[config.mk]
export PLATFORM = sky130hd
export DESIGN_NAME = pwm_duty_sequencer
export DESIGN_NICKNAME = d
export VERILOG_FILES = /design/src/rtl/pwm_duty_sequencer.sv
export SDC_FILE = /design/constraint.sdc
export NUM_CORES = 1
export LEC_CHECK = 0
export ABC_AREA = 1
export CAP_MARGIN = 25
export CORE_MARGIN = 3
export CORE_UTILIZATION = 54
export CTS_CLUSTER_SIZE = 28
export DETAILED_ROUTE_END_ITERATION = 10
export PLACE_DENSITY = 0.84
export SLEW_MARGIN = 10
export SYNTH_ARGS = -nofsm -noshare
export SYNTH_HDL_FRONTEND = slang
export SYNTH_SLANG_ARGS = --single-unit
[constraint.sdc]
create_clock -name clk -period 4.09 [get_ports clk]
set_clock_uncertainty 0.05 [all_clocks]
set_input_delay 0.818 -clock clk [delete_from_list [all_inputs] [get_ports clk]]
set_output_delay 0.818 -clock clk [all_outputs]
set_load 0.01 [all_outputs]
[src/rtl/pwm_duty_sequencer.sv]
// ---------------------------------------------------------------------------
// pwm_duty_sequencer
//
// Purpose:
//   Sequences duty-cycle commands from the control loop into the VSI PWM /
//   dead-time leg. Commands are taken over a valid/ready handshake into a
//   single-entry pending register. They are applied only on PWM period
//   boundaries, which are derived from the asynchronous PWM period interrupt.
//   The block soft-starts from zero, slew-limits every change, and forces the
//   bridge off on fault or when the supervisor drops enable.
//
// Optional feature (macro PERIOD_WDT_EN):
//   When defined, a period watchdog trips the bridge if WDT_CYCLES clk cycles
//   pass in RAMP/RUN without a period edge. The trip is handled exactly like a
//   fault. When undefined, a missing period interrupt just freezes duty.
//
// Ports:
//   clk           in   system clock
//   rst_n         in   asynchronous active-low reset
//   enable        in   run request from supervisor (level)
//   fault         in   hardware fault, active-high, synchronous to clk
//   period_irq    in   PWM period interrupt, asynchronous to clk
//   cmd_valid     in   duty command valid
//   cmd_duty      in   duty command value
//   cmd_ready     out  sequencer can accept a command
//   duty          out  registered duty to PWM generator
//   gate_en       out  registered gate enable for dead-time stage
//   update_strobe out  registered one-clk pulse when duty is updated
//   state_o       out  registered state: 0=IDLE 1=RAMP 2=RUN 3=TRIP
// ---------------------------------------------------------------------------
module pwm_duty_sequencer #(
  parameter int unsigned DUTY_W     = 10,
  parameter int unsigned DUTY_MAX   = 1000,
  parameter int unsigned RAMP_STEP  = 4,
  parameter int unsigned SLEW_STEP  = 16,
  parameter int unsigned WDT_CYCLES = 4096
) (
  input  logic              clk,
  input  logic              rst_n,
  input  logic              enable,
  input  logic              fault,
  input  logic              period_irq,
  input  logic              cmd_valid,
  input  logic [DUTY_W-1:0] cmd_duty,
  output logic              cmd_ready,
  output logic [DUTY_W-1:0] duty,
  output logic              gate_en,
  output logic              update_strobe,
  output logic [1:0]        state_o
);

  // Arithmetic width: one extra bit so sums never wrap before saturation.
  localparam int unsigned AW = DUTY_W + 1;

  localparam logic [AW-1:0]     MAX_A  = AW'(DUTY_MAX);
  localparam logic [DUTY_W-1:0] MAX_D  = DUTY_W'(DUTY_MAX);
  localparam logic [AW-1:0]     RAMP_A = AW'(RAMP_STEP);
  localparam logic [AW-1:0]     SLEW_A = AW'(SLEW_STEP);

  typedef enum logic [1:0] {
    ST_IDLE = 2'd0,
    ST_RAMP = 2'd1,
    ST_RUN  = 2'd2,
    ST_TRIP = 2'd3
  } state_t;

  // Saturate an extended-width value into [0, DUTY_MAX].
  function automatic logic [DUTY_W-1:0] sat_duty(input logic [AW-1:0] v);
    logic [DUTY_W-1:0] r;
    if (v > MAX_A) begin
      r = MAX_D;
    end else begin
      r = v[DUTY_W-1:0];
    end
    return r;
  endfunction

  // Soft-start step: rise by at most RAMP_STEP, never beyond the target.
  // A target below the present duty is taken directly.
  function automatic logic [DUTY_W-1:0] ramp_step(input logic [DUTY_W-1:0] cur,
                                                  input logic [DUTY_W-1:0] tgt);
    logic [AW-1:0] sum;
    logic [AW-1:0] tgt_x;
    logic [AW-1:0] res;
    sum   = {1'b0, cur} + RAMP_A;
    tgt_x = {1'b0, tgt};
    if (sum > tgt_x) begin
      res = tgt_x;
    end else begin
      res = sum;
    end
    return sat_duty(res);
  endfunction

  // Slew step: move toward the target by at most SLEW_STEP, no overshoot.
  function automatic logic [DUTY_W-1:0] slew_step(input logic [DUTY_W-1:0] cur,
                                                  input logic [DUTY_W-1:0] tgt);
    logic [AW-1:0] cur_x;
    logic [AW-1:0] tgt_x;
    logic [AW-1:0] res;
    cur_x = {1'b0, cur};
    tgt_x = {1'b0, tgt};
    if (tgt_x > cur_x) begin
      if ((tgt_x - cur_x) > SLEW_A) begin
        res = cur_x + SLEW_A;
      end else begin
        res = tgt_x;
      end
    end else begin
      if ((cur_x - tgt_x) > SLEW_A) begin
        res = cur_x - SLEW_A;
      end else begin
        res = tgt_x;
      end
    end
    return sat_duty(res);
  endfunction

  // Registers
  logic              irq_meta_r;
  logic              irq_sync_r;
  logic              irq_prev_r;
  state_t            state_r;
  logic [DUTY_W-1:0] duty_r;
  logic              gate_en_r;
  logic              strobe_r;
  logic [DUTY_W-1:0] target_r;
  logic [DUTY_W-1:0] pend_r;
  logic              pend_vld_r;

  // Next-state values
  state_t            state_n;
  logic [DUTY_W-1:0] duty_n;
  logic              gate_en_n;
  logic              strobe_n;
  logic [DUTY_W-1:0] target_n;
  logic [DUTY_W-1:0] pend_n;
  logic              pend_vld_n;

  logic              tev_s;
  logic              accept_s;
  logic              trip_s;
  logic              wdt_trip_s;
  logic [DUTY_W-1:0] cmd_clamped_s;
  logic [DUTY_W-1:0] tgt_eff_s;

  // Period interrupt synchronizer plus edge-detect history flop.
  always_ff @(posedge clk or negedge rst_n) begin
    if (!rst_n) begin
      irq_meta_r <= 1'b0;
      irq_sync_r <= 1'b0;
      irq_prev_r <= 1'b0;
    end else begin
      irq_meta_r <= period_irq;
      irq_sync_r <= irq_meta_r;
      irq_prev_r <= irq_sync_r;
    end
  end

  // Tick is high for one clk after the synchronized rising edge, so the
  // registered duty update lands on the third clk edge after the irq rises.
  assign tev_s = irq_sync_r & ~irq_prev_r;

  assign cmd_ready     = ~pend_vld_r & (state_r != ST_TRIP);
  assign accept_s      = cmd_valid & cmd_ready;
  assign cmd_clamped_s = sat_duty({1'b0, cmd_duty});

  // A pending command that transfers on this tick is already the target the
  // update works toward, so the first RAMP tick moves off zero immediately.
  assign tgt_eff_s = (tev_s && pend_vld_r) ? pend_r : target_r;

`ifdef PERIOD_WDT_EN
  localparam int unsigned WDT_W = $clog2(WDT_CYCLES + 1);
  localparam logic [WDT_W-1:0] WDT_LAST = WDT_W'(WDT_CYCLES - 1);

  logic [WDT_W-1:0] wdt_cnt_r;
  logic             wdt_active_s;

  assign wdt_active_s = (state_r == ST_RAMP) || (state_r == ST_RUN);
  assign wdt_trip_s   = wdt_active_s && !tev_s && (wdt_cnt_r >= WDT_LAST);

  // Watchdog counter: cleared by each tick and outside RAMP/RUN.
  always_ff @(posedge clk or negedge rst_n) begin
    if (!rst_n) begin
      wdt_cnt_r <= '0;
    end else if (!wdt_active_s || tev_s) begin
      wdt_cnt_r <= '0;
    end else if (wdt_cnt_r < WDT_LAST) begin
      wdt_cnt_r <= wdt_cnt_r + WDT_W'(1);
    end else begin
      wdt_cnt_r <= wdt_cnt_r;
    end
  end
`else
  logic unused_wdt_s;
  assign unused_wdt_s = (WDT_CYCLES == 32'd0);
  assign wdt_trip_s   = 1'b0;
`endif

  assign trip_s = fault | wdt_trip_s;

  // Sequencer state and datapath registers.
  always_ff @(posedge clk or negedge rst_n) begin
    if (!rst_n) begin
      state_r    <= ST_IDLE;
      duty_r     <= '0;
      gate_en_r  <= 1'b0;
      strobe_r   <= 1'b0;
      target_r   <= '0;
      pend_r     <= '0;
      pend_vld_r <= 1'b0;
    end else begin
      state_r    <= state_n;
      duty_r     <= duty_n;
      gate_en_r  <= gate_en_n;
      strobe_r   <= strobe_n;
      target_r   <= target_n;
      pend_r     <= pend_n;
      pend_vld_r <= pend_vld_n;
    end
  end

  // Next-state, command path and duty update (fault > !enable > tick).
  always_comb begin
    state_n    = state_r;
    duty_n     = duty_r;
    gate_en_n  = gate_en_r;
    strobe_n   = 1'b0;
    target_n   = target_r;
    pend_n     = pend_r;
    pend_vld_n = pend_vld_r;

    if (accept_s) begin
      pend_n     = cmd_clamped_s;
      pend_vld_n = 1'b1;
    end else begin
      pend_n     = pend_r;
    end

    case (state_r)
      ST_IDLE: begin
        duty_n    = '0;
        gate_en_n = 1'b0;
        if (trip_s) begin
          state_n    = ST_TRIP;
          target_n   = '0;
          pend_vld_n = 1'b0;
        end else if (enable) begin
          state_n   = ST_RAMP;
          gate_en_n = 1'b1;
        end else begin
          state_n   = ST_IDLE;
        end
      end

      ST_RAMP, ST_RUN: begin
        if (trip_s) begin
          state_n    = ST_TRIP;
          duty_n     = '0;
          gate_en_n  = 1'b0;
          target_n   = '0;
          pend_vld_n = 1'b0;
        end else if (!enable) begin
          // Pending command survives a disable; target does not.
          state_n   = ST_IDLE;
          duty_n    = '0;
          gate_en_n = 1'b0;
          target_n  = '0;
        end else if (tev_s) begin
          gate_en_n = 1'b1;
          strobe_n  = 1'b1;
          target_n  = tgt_eff_s;
          if (pend_vld_r) begin
            // cmd_ready is low while pending, so no accept collides here.
            pend_vld_n = 1'b0;
          end else begin
            pend_vld_n = pend_vld_n;
          end
          if (state_r == ST_RAMP) begin
            duty_n = ramp_step(duty_r, tgt_eff_s);
            if (ramp_step(duty_r, tgt_eff_s) == tgt_eff_s) begin
              state_n = ST_RUN;
            end else begin
              state_n = ST_RAMP;
            end
          end else begin
            duty_n  = slew_step(duty_r, tgt_eff_s);
            state_n = ST_RUN;
          end
        end else begin
          gate_en_n = 1'b1;
        end
      end

      ST_TRIP: begin
        duty_n     = '0;
        gate_en_n  = 1'b0;
        target_n   = '0;
        pend_vld_n = 1'b0;
        if (!fault && !enable) begin
          state_n = ST_IDLE;
        end else begin
          state_n = ST_TRIP;
        end
      end

      default: begin
        state_n    = ST_TRIP;
        duty_n     = '0;
        gate_en_n  = 1'b0;
        target_n   = '0;
        pend_vld_n = 1'b0;
      end
    endcase
  end

  assign duty          = duty_r;
  assign gate_en       = gate_en_r;
  assign update_strobe = strobe_r;
  assign state_o       = state_r;

endmodule
## Word level (Yosys, flattened, before mapping)

Cells that the tools add are included.

| storage, ports and cells | value |
|---|---|
| input port bits | 16 |
| register bits | 38 |
| output and inout bits | 15 |
| word-level logic and storage cells | 99 |

| operators by class | value |
|---|---|
| equal/unequal tests | 7 |
| multiplexer cells | 56 |
| $lt $le $gt $ge | 7 |
| reduce and logical (&&, ||, !) cells | 9 |
| bitwise gates (word level) | 5 |
| $add $sub $neg | 5 |

Operators with widths:

| operator | number |
|---|---|
| $mux W10 | 17 |
| $mux W11 | 14 |
| $pmux W10 S3 | 1 |
| $gt A11 B10 Y1 const B | 2 |
| $gt A11 B5 Y1 const B | 2 |
| $sub A10 B10 Y11 | 2 |
| $pmux W10 S2 | 1 |
| $mux W2 | 7 |
| $mux W1 | 13 |
| $add A10 B3 Y11 const B | 1 |
| $add A10 B5 Y11 const B | 1 |
| $gt A11 B10 Y1 | 1 |
| $sub A10 B5 Y11 const B | 1 |
| $eq A10 B10 Y1 | 1 |
| $gt A10 B10 Y1 | 1 |
| $gt A10 B10 Y1 const B | 1 |
| $pmux W2 S3 | 1 |
| $eq A2 B2 Y1 const B | 2 |
| $ne A2 B2 Y1 const B | 2 |
| $ne A4 B4 Y1 const B | 1 |
| $reduce_or A2 Y1 | 2 |
| $and A1 B1 Y1 | 3 |
| $pmux W1 S3 | 1 |
| $reduce_or A3 Y1 | 1 |
| other kinds (7) | 10 |

## Depth between registers and ports, before layout

Gate-level depths: netlist of run 1.

| logic depth | value |
|---|---|
| word-level depth | 25 |
| mapped depth | 34 |
| depth with buffers taken out | 33 |

## Worst setup path before layout of run 1

Ideal clock, no wire load.

| timing | value |
|---|---|
| path kind | register to register |
| start | register irq_prev_r |
| end | register duty_r[4], in the netlist duty[4] |
| buffers on the path | 2 |
| period minus slack after synthesis | 3.939 ns |
| data arrival time | 3.773 ns |
| required time | 3.923 ns |
| library setup time | 0.117 ns |
| cell stages (with the launch flop) | 25 |
| setup slack | 0.151 ns |
| path through | dfrtp_1 > inv_1 > nand3_4 > clkbuf_1 > o21ai_0 > inv_1 > ha_1 > nand2_1 > nor3_1 > nand2_1 > o211ai_1 > a21boi_1 > o21bai_1 > nand2_1 > nor2_1 > nand3_2 > buf_2 > o21ai_0 > nand4_1 > nor2_1 > nand2_2 > nand3_1 > nand2_1 > nand2_1 > nand2_1 |

| on the way | value |
|---|---|
| longest elaborated chain between the ends | 20 |
| elaborated cells on any way between the ends | 34 |
| those cells by class | add/sub (2); order compare (6); eq/ne (1); mux (22); bitwise (2); reduce/logical (1) |

Ends and longest elaborated chain:

| element | RTL line | RTL |
|---|---|---|
| start: declaration | 122 | `logic irq_prev_r;` |
| start signal: assignment | 156 | `irq_prev_r <= irq_sync_r;` |
| $not A1 Y1 * | 162 | `assign tev_s = irq_sync_r & ~irq_prev_r;` |
| $and A1 B1 Y1 * | 162 |  |
| $logic_and A1 B1 Y1 | 170 | `assign tgt_eff_s = (tev_s && pend_vld_r) ? pend_r : target_r;` |
| $mux W10 | 170 |  |
| $sub A10 B10 Y11, on equally long branches | 110, 104 |  |
| $gt A11 B5 Y1, on equally long branches | 110, 104 |  |
| $mux W11, on equally long branches | 110, 104 |  |
| $mux W11 | 103 | `if (tgt_x > cur_x) begin` |
| (+4 left out) | n/a |  |
| $mux W11 | 240 | `case (state_r)` |
| $gt A11 B10 Y1 | 70 | `if (v > MAX_A) begin` |
| $mux W10 | 70 |  |
| $mux W10 | 279 | `if (state_r == ST_RAMP) begin` |
| $mux W10 | 269 | `end else if (tev_s) begin` |
| $mux W10 | 263 | `end else if (!enable) begin` |
| $mux W10 | 257 | `if (trip_s) begin` |
| $pmux W10 S2 | 240 |  |
| end signal: assignment | 214 | `duty_r <= duty_n;` |
| end: declaration | 124 | `logic [DUTY_W-1:0] duty_r;` |

Every way passes the cells marked *; elsewhere a longest branch is shown, timed or not. The select of a mux whose other input is x is not followed.
A chain may end at the register's enable or synchronous reset.

## Worst setup path in the final report of run 1

| timing | value |
|---|---|
| start | register pend_vld_r |
| end | register duty_r[1], in the netlist duty[1] |

| on the way | value |
|---|---|
| longest elaborated chain between the ends | 18 |
| elaborated cells on any way between the ends | 31 |
| those cells by class | add/sub (2); order compare (6); mux (22); reduce/logical (1) |

Ends and longest elaborated chain:

| element | RTL line | RTL |
|---|---|---|
| start: declaration | 129 | `logic pend_vld_r;` |
| start signal: assignment | 219 | `pend_vld_r <= pend_vld_n;` |
| $logic_and A1 B1 Y1 * | 170 |  |
| $mux W10 * | 170 |  |
| $sub A10 B10 Y11, on equally long branches | 110, 104 |  |
| $gt A11 B5 Y1, on equally long branches | 110, 104 |  |
| $mux W11, on equally long branches | 110, 104 |  |
| $mux W11 | 103 |  |
| $mux W11 | 279 |  |
| $mux W11 | 269 |  |
| (+2 left out) | n/a |  |
| $mux W11 | 240 |  |
| $gt A11 B10 Y1 | 70 |  |
| $mux W10 | 70 |  |
| $mux W10 * | 279 |  |
| $mux W10 * | 269 |  |
| $mux W10 * | 263 |  |
| $mux W10 * | 257 |  |
| $pmux W10 S2 * | 240 |  |

Marks and branches as above.

==> results of run 1 <==
final timing paths:
path	end	slack, ns	depth (start not counted)
min	irq_sync_r$_DFF_PN0_	0.32	0
max	duty[1]$_DFFE_PN0P_	0.25	24
min reg2reg	irq_sync_r$_DFF_PN0_	0.32	0
max in group asynchronous	duty[4]$_DFFE_PN0P_	2.82	1
max reg2reg	duty[1]$_DFFE_PN0P_	0.25	24
min in group asynchronous	gate_en$_DFF_PN0_	0.58	1
worst max-delay path: cells and delay by family (launching register included):
kind | cells | cell delay [ns]
xor gates and xnor gates | 1 | 0.15
DFF | 1 | 0.46
buffers and inverters | 5 | 0.69
and+or+nand+nor | 11 | 1.15
adders and majority gates | 1 | 0.30
AOI/OAI and AO/OA | 6 | 0.93
area by class of cell:
class	instances	area share, %
timing repair buffer	87	14.28
inverter	93	6.966
sequential	38	18.85
clock buffer	6	1.630
multi-input combinational	473	55.58
clock inverter	2	0.3211
tap	96	2.372
layout by cell type (no fill, tap or decap), types with 2 or more instances in the layout:
cell / count
o21ai_0: 24
xnor2_1: 3
nand2_1: 168
nor2_2: 2
nor2_1: 29
nor3_1: 5
o21bai_1: 3
dfrtp_1: 35
nand4_1: 5
nor3_2: 3
o21ai_2: 5
o211ai_1: 5
dfrtp_2: 3
nand3_1: 52
ha_1: 33
xor2_1: 22
o22ai_1: 10
nor2_4: 4
clkdlybuf4s50_1: 29
nand2_2: 25
inv_2: 7
o21ai_1: 8
nand3_4: 4
inv_1: 82
o221ai_1: 3
nand3_2: 7
a21oi_1: 30
clkinv_1: 2
nand2_4: 3
clkbuf_8: 6
o21bai_2: 2
buf_4: 57
power groups by stage:
stage	logic (mW)	clock network [mW]	registers, mW
2_1_floorplan	2.55	0	0.525
3_3_place_gp	3.61	0	0.519
3_5_place_dp	3.63	0	0.522
4_1_cts	3.65	0.297	0.516
5_1_grt	4.35	0.313	0.528
6_report	3.98	0.296	0.521
cells by family after synthesis:
logic type	synth area share, %
fa+ha+maj	10.17
xor+xnor	5.607
buf+inv	10.23
flops	23.41
simple gates	35.67
compound gates	14.91
repair_timing:
item | in CTS | in global routing
setup endpoints to repair | 0 | 8
gates resized for setup | 0 | 30
buffers inserted | 0 | 11
metal layers:
layer	GRT usage [%]	vias up	part of all wire [%]
li1	-	2166	-
met4	9.890	0	2.9
met2	49.97	227	47
met3	5.118	38	8.2
met5	0	-	0
met1	40.82	2073	42
sequential cells by signal, summed over array words and instances (netlist names), 2 cells and up:
signal / count
duty: 10
pend_r: 10
target_r: 10
state_o: 2
==> run_results.csv, run 1 <==
group,metric,value,unit
detailed_routing,detail-route-antenna-nets,0,
die,die_w,92.73,um
sta,max-slew-margin-rel,40.21,%
worst_setup_path,cp-end-kind,"register",
synthesis,avgSynthCellArea,6.615,sq um
cts,clockBufferDepth,2,
layout,final_core_utilization,71.77,%
detailed_routing,via_per_inst,5.665,
detailed_routing,dr.pass1.iters,6,
synthesis,syn_area,0.004061,sq mm
cts,path_clk_slew,0.09,ns
sta,slew_viol_final,0,
worst_setup_path,r2r-start,"pend_vld_r$_DFF_PN0_",
detailed_routing,wirelength,13.31,mm
grt,grt_util_all_layers,30.46,%
layout,fillers,602,
power_and_ir_drop,switching_share,56.37,%
sta,fin_crit,3.841,ns
die,die_y,92.73,um
synthesis,synth_edf_count,0,
placement,postPlaceCellArea,0.004757,sq mm
cts,ctsHoldBuffers,0,
grt,grt_max_degree,39,
grt,antenna_found_initial,0,
detailed_routing,drc,0,
min_path,hp-class,"register to register",
power_and_ir_drop,leakage,2.690,nW
synthesis,async_flop_share,100.0,%
synthesis,yosys.area.top_type,"dfrtp_1",
worst_setup_path,crit_chain,"nand3_4, buf_4, o21ai_1, inv_1, ha_1, buf_4, inv_1, o21ai_0, a221oi_1, nand2_1, xor2_1, nor2_1, nand3_2, buf_4, a21oi_1, o21ai_0, o21ai_1, nand3_1, nor2_1, nand2_2, nand3_1, nand2_1, nand2_1, nand2_1",
layout,fin_area,0.005065,sq mm
layout,stdcell_count,795,
cts,htreeDepth,2,
placement,gp_congestion,1.055,
cts,cts_root_buffer,"clkbuf_8",
worst_setup_path,worstPathArrival,3.99,ns
cts,cts-buffers-inserted,5,
die,dieArea,0.008598,sq mm
die,ioPinCount,31,
placement,port-buffer-count,30,
placement,dp_hpwl,10.34,mm
worst_setup_path,path_max_fanout,8,
placement,place_ws,0.04279,ns
power_and_ir_drop,totalPowerFinal,4.796,mW
worst_setup_path,cp_common_cell,"nand2_1",
grt,grt_pass1_wl,20.69,mm
worst_setup_path,path_class,"register to register",
cts,cts_tree,"built",
sta,setup_violations,0,
min_path,min_from,"irq_meta_r$_DFF_PN0_",
power_and_ir_drop,comb_power_share,83.0,%
worst_setup_path,slowest_stage,"dfrtp_1",
layout,nets,747,
sta,hold_violations,0,
synthesis,syn_nets,663,
sta,finalCritPeriodShare,93.91,%
power_and_ir_drop,irDropWorstVdd,464.5,uV
layout,drive_gt1_share,20.17,%
power_and_ir_drop,switchingPower,2.703,mW
power_and_ir_drop,internal-power,2.092,mW
synthesis,ys.flop_type,"dfrtp_1",
die,start_util,57.55,%
power_and_ir_drop,p_clk_share,6.2,%
power_and_ir_drop,power_density,946.8,mW/mm^2
synthesis,ys_types,43,
detailed_routing,drt-initial-drc-count,471,
synthesis,yosysWarningCount,0,
layout,multi_input_area,0.002815,sq mm
layout,num_antenna_cells,0,
sta,fin_ws,0.2489,ns
die,rows,30,
run_status,status,"completed",
worst_setup_path,required,4.24,ns
sta,worst_pin_slew,0.8969,ns
synthesis,synth_top_area_share,23.41,%
synthesis,synthTopCellsByCount,"172 x nand2_1, 84 x inv_1, 54 x nand3_1",
sta,fin_setup_tns,0,ns
detailed_routing,avgRoutedWirePerCell,16.74,um
synthesis,synth-seq-cells,38,
grt,grt_pass1_vias,4188,
synthesis,syn_inst,614,
cts,clock-sinks,38,
worst_setup_path,crit_start,"pend_vld_r$_DFF_PN0_",
sta,max_freq,0.2603,GHz
worst_setup_path,critPathLaunchType,"register",
cts,clock_latency,0.30,ns
worst_setup_path,slowest_delay,0.46,ns
layout,regArea,954.7,sq um
power_and_ir_drop,seq_power_share,10.9,%
placement,dpl.cell_count,774,
synthesis,synth_area_leaders,"dfrtp_1 23%, nand2_1 16%, ha_1 10%, inv_1 7.8%, nand3_1 6.7%",
synthesis,synth.most_common_cell,"nand2_1",
die,core_area,0.007057,sq mm
synthesis,ys_seq_area_share,23.41,%
detailed_routing,vias,4504,
sta,whs,0.3202,ns
grt,grt_overflow,0,
layout,syn_to_final_growth,24.71,%
job,maxCapViolCount,0,
No activity file was read; power rests on OpenSTA's default activity.
==> run 2: changes to the inputs <==
--- a/config.mk
+++ b/config.mk
@@ -5,13 +5,13 @@
 export SDC_FILE = /design/constraint.sdc
 export NUM_CORES = 1
 export LEC_CHECK = 0
-export ABC_AREA = 1
+export ABC_AREA = 0
 export CAP_MARGIN = 25
 export CORE_MARGIN = 3
-export CORE_UTILIZATION = 54
+export CORE_UTILIZATION = 55
 export CTS_CLUSTER_SIZE = 28
 export DETAILED_ROUTE_END_ITERATION = 10
-export PLACE_DENSITY = 0.84
+export PLACE_DENSITY = 0.85
 export SLEW_MARGIN = 10
 export SYNTH_ARGS = -nofsm -noshare
 export SYNTH_HDL_FRONTEND = slang
==> run_results.csv, run 2 <==
group,metric,value,unit
run_status,status,"completed",
worst_setup_path,cp-end-kind,"register",
power_and_ir_drop,irDropWorstVdd,684.0,uV
cts,cts-buffers-inserted,5,
sta,fin_crit,4.063,ns
sta,finalCritPeriodShare,99.35,%
grt,grt_pass1_wl,23.76,mm
synthesis,syn_area,0.004174,sq mm
cts,clock-sinks,38,
worst_setup_path,critPathBufInv,2,
layout,fillers,508,
power_and_ir_drop,switching_share,48.94,%
synthesis,avgSynthCellArea,7.875,sq um
worst_setup_path,required,4.21,ns
cts,cts_root_buffer,"clkbuf_8",
die,die_y,93.12,um
synthesis,synthXorXnorAreaFrac,3.987,%
layout,regArea,954.7,sq um
placement,postPlaceCellArea,0.005085,sq mm
cts,path_clk_slew,0.08,ns
placement,port-buffer-count,30,
synthesis,synth-compound-area-share,28.39,%
worst_setup_path,worstPathArrival,4.19,ns
worst_setup_path,path_max_fanout,8,
die,rows,31,
sta,hold_violations,0,
worst_setup_path,slowest_stage,"or4_4",
synthesis,syn_nets,579,
sta,max-slew-margin-rel,38.79,%
detailed_routing,avgRoutedWirePerCell,21.88,um
layout,fin_area,0.005688,sq mm
detailed_routing,dr.pass1.iters,5,
grt,grt_overflow,0,
sta,slew_viol_final,0,
worst_setup_path,path_class,"register to register",
power_and_ir_drop,p_clk_share,5.0,%
synthesis,synth-simple-area-share,23.95,%
die,start_util,57.24,%
power_and_ir_drop,seq_power_share,9.6,%
die,ioPinCount,31,
synthesis,ys_types,79,
synthesis,synth.most_common_cell,"nand2_1",
synthesis,yosysWarningCount,0,
layout,syn_to_final_growth,36.27,%
grt,grt_pass1_vias,4669,
sta,whs,0.3038,ns
layout,final_cell_mix,"78 x buf_4, 51 x nand2_1, 38 x a21oi_1, 35 x dfrtp_1",
synthesis,synth_fa_ha_area_share,10.13,%
sta,max_freq,0.2461,GHz
layout,multi_input_area,0.003396,sq mm
sta,fin_setup_tns,0,ns
synthesis,ys_seq_area_share,22.78,%
detailed_routing,detail-route-antenna-nets,0,
power_and_ir_drop,power_density,988.4,mW/mm^2
cts,cts_tree,"built",
synthesis,synth_top_area_share,22.78,%
detailed_routing,via_per_inst,6.954,
synthesis,synthTopCellsByCount,"54 x nand2_1, 43 x a21oi_1, 38 x dfrtp_1",
synthesis,yosys.area.top_type,"dfrtp_1",
sta,worst_pin_slew,0.9181,ns
worst_setup_path,crit_family,"simple AND/OR/NAND/NOR gates",
die,core_area,0.007292,sq mm
cts,htreeDepth,2,
cts,clockBufferDepth,2,
synthesis,synth_area_leaders,"dfrtp_1 23%, ha_1 9.9%, a21oi_1 5.2%, nand2_1 4.9%, o21ai_0 4.1%",
detailed_routing,drc,0,
cts,clock_latency,0.29,ns
worst_setup_path,critPathLaunchType,"register",
placement,dpl.cell_count,702,
power_and_ir_drop,leakage,2.492,nW
placement,dp_hpwl,11.48,mm
detailed_routing,vias,5097,
synthesis,synth_top_family_by_area,"compound AO/OA/AOI/OAI gates",
grt,grt_util_all_layers,34.66,%
grt,antenna_found_initial,0,
detailed_routing,drt-initial-drc-count,644,
job,maxCapViolCount,0,
placement,gp_congestion,0.9989,
detailed_routing,wirelength,16.04,mm
worst_setup_path,slowest_delay,0.61,ns
sta,setup_violations,0,
die,die_w,93.12,um
layout,stdcell_count,733,
min_path,hp-class,"register to register",
synthesis,syn_inst,530,
power_and_ir_drop,switchingPower,2.751,mW
power_and_ir_drop,comb_power_share,85.4,%
layout,final_common_cell,"buf_4",
power_and_ir_drop,internal-power,2.871,mW
cts,ctsHoldBuffers,0,
layout,drive_gt1_share,27.60,%
synthesis,async_flop_share,100.0,%
layout,nets,682,
die,dieArea,0.008670,sq mm
synthesis,synth-seq-cells,38,
synthesis,synth_edf_count,0,
layout,num_antenna_cells,0,
synthesis,ys.flop_type,"dfrtp_1",
grt,grt_max_degree,39,
worst_setup_path,crit_chain,"nand3b_1, buf_12, a21oi_4, inv_4, ha_4, or2_4, or4b_4, nand3_1, a21oi_1, or4_4, and3_4, a31o_2, a211oi_2, and4_4, o21ai_1",
synthesis,synth_mux_area_share,5.516,%
[run 2: power by group through the flow]
stage          clock (mW)  combinational [mW]  sequential (mW)
2_1_floorplan           0                2.63            0.539
3_3_place_gp            0                3.62            0.540
3_5_place_dp            0                3.75            0.540
4_1_cts             0.287                4.10            0.532
5_1_grt             0.292                5.05            0.549
6_report            0.282                4.80            0.540
[run 2: area by class of cell]
class                   count  share of cell area [%]
multi-input cells         436                   59.70
repair buffers            117                   17.20
flip-flops and latches     38                   16.78
inverters                  35                   2.464
well taps                  99                   2.178
clock buffers               6                   1.452
clock inverters             2                  0.2200
[run 2: worst reg2reg max path, cell delays in order (launching register included)]
cell	delay, ns
dfrtp_2	0.44
nand3b_1	0.21
buf_12	0.18
a21oi_4	0.19
inv_4	0.06
ha_4	0.26
or2_4	0.24
or4b_4	0.52
nand3_1	0.11
a21oi_1	0.09
or4_4	0.61
and3_4	0.20
a31o_2	0.23
a211oi_2	0.17
and4_4	0.30
o21ai_1	0.09
[run 2: stage by stage]
step | utilization (%) | total power [mW] | setup WS (ns)
3_3_place_gp | 69.73 | 4.164 | -0.03435
6_report | 78.00 | 5.622 | 0.02660
2_1_floorplan | - | 3.169 | -0.008413
3_5_place_dp | 69.73 | 4.291 | -0.1722
4_1_cts | 72.22 | 4.922 | 0.003131
5_1_grt | 78.00 | 5.888 | -0.1298
[run 2: logic make-up (layout without fill, tap and decap cells)]
kind of cell | count (synthesis) | after routing
buffers and inverters | 56 | 160
AOI/OAI and AO/OA | 172 | 172
DFF | 38 | 38
xor gates and xnor gates | 19 | 19
and+or+nand+nor | 190 | 190
adders and majority gates | 34 | 34
muxes | 21 | 21
[run 2: final timing paths]
kind | startpoint | slack, ns | end | depth (start not counted)
worst max-delay path | irq_prev_r$_DFF_PN0_ | 0.03 | duty[1]$_DFFE_PN0P_ | 15
worst max register to register | irq_prev_r$_DFF_PN0_ | 0.03 | duty[1]$_DFFE_PN0P_ | 15
max in group asynchronous | rst_n | 2.75 | irq_sync_r$_DFF_PN0_ | 1
min in group asynchronous | rst_n | 0.59 | duty[5]$_DFFE_PN0P_ | 1
worst min-delay path | irq_meta_r$_DFF_PN0_ | 0.30 | irq_sync_r$_DFF_PN0_ | 0
worst min register to register | irq_meta_r$_DFF_PN0_ | 0.30 | irq_sync_r$_DFF_PN0_ | 0
[run 2: timing repair]
action                     4_1_cts  5_1_grt
resized for setup                8       66
pin swaps                        4       14
setup buffers                    6       16
gates cloned                     0        1
hold endpoints to repair         0        0
setup endpoints to repair       11       12
[run 2: per-layer routing]
metal | up-vias | global-route usage, % | part of all wire, %
li1 | 2194 | - | -
met1 | 2360 | 46.88 | 39
met2 | 410 | 53.27 | 43
met3 | 133 | 6.677 | 11
met4 | 0 | 16.24 | 6.1
met5 | - | 0 | 0
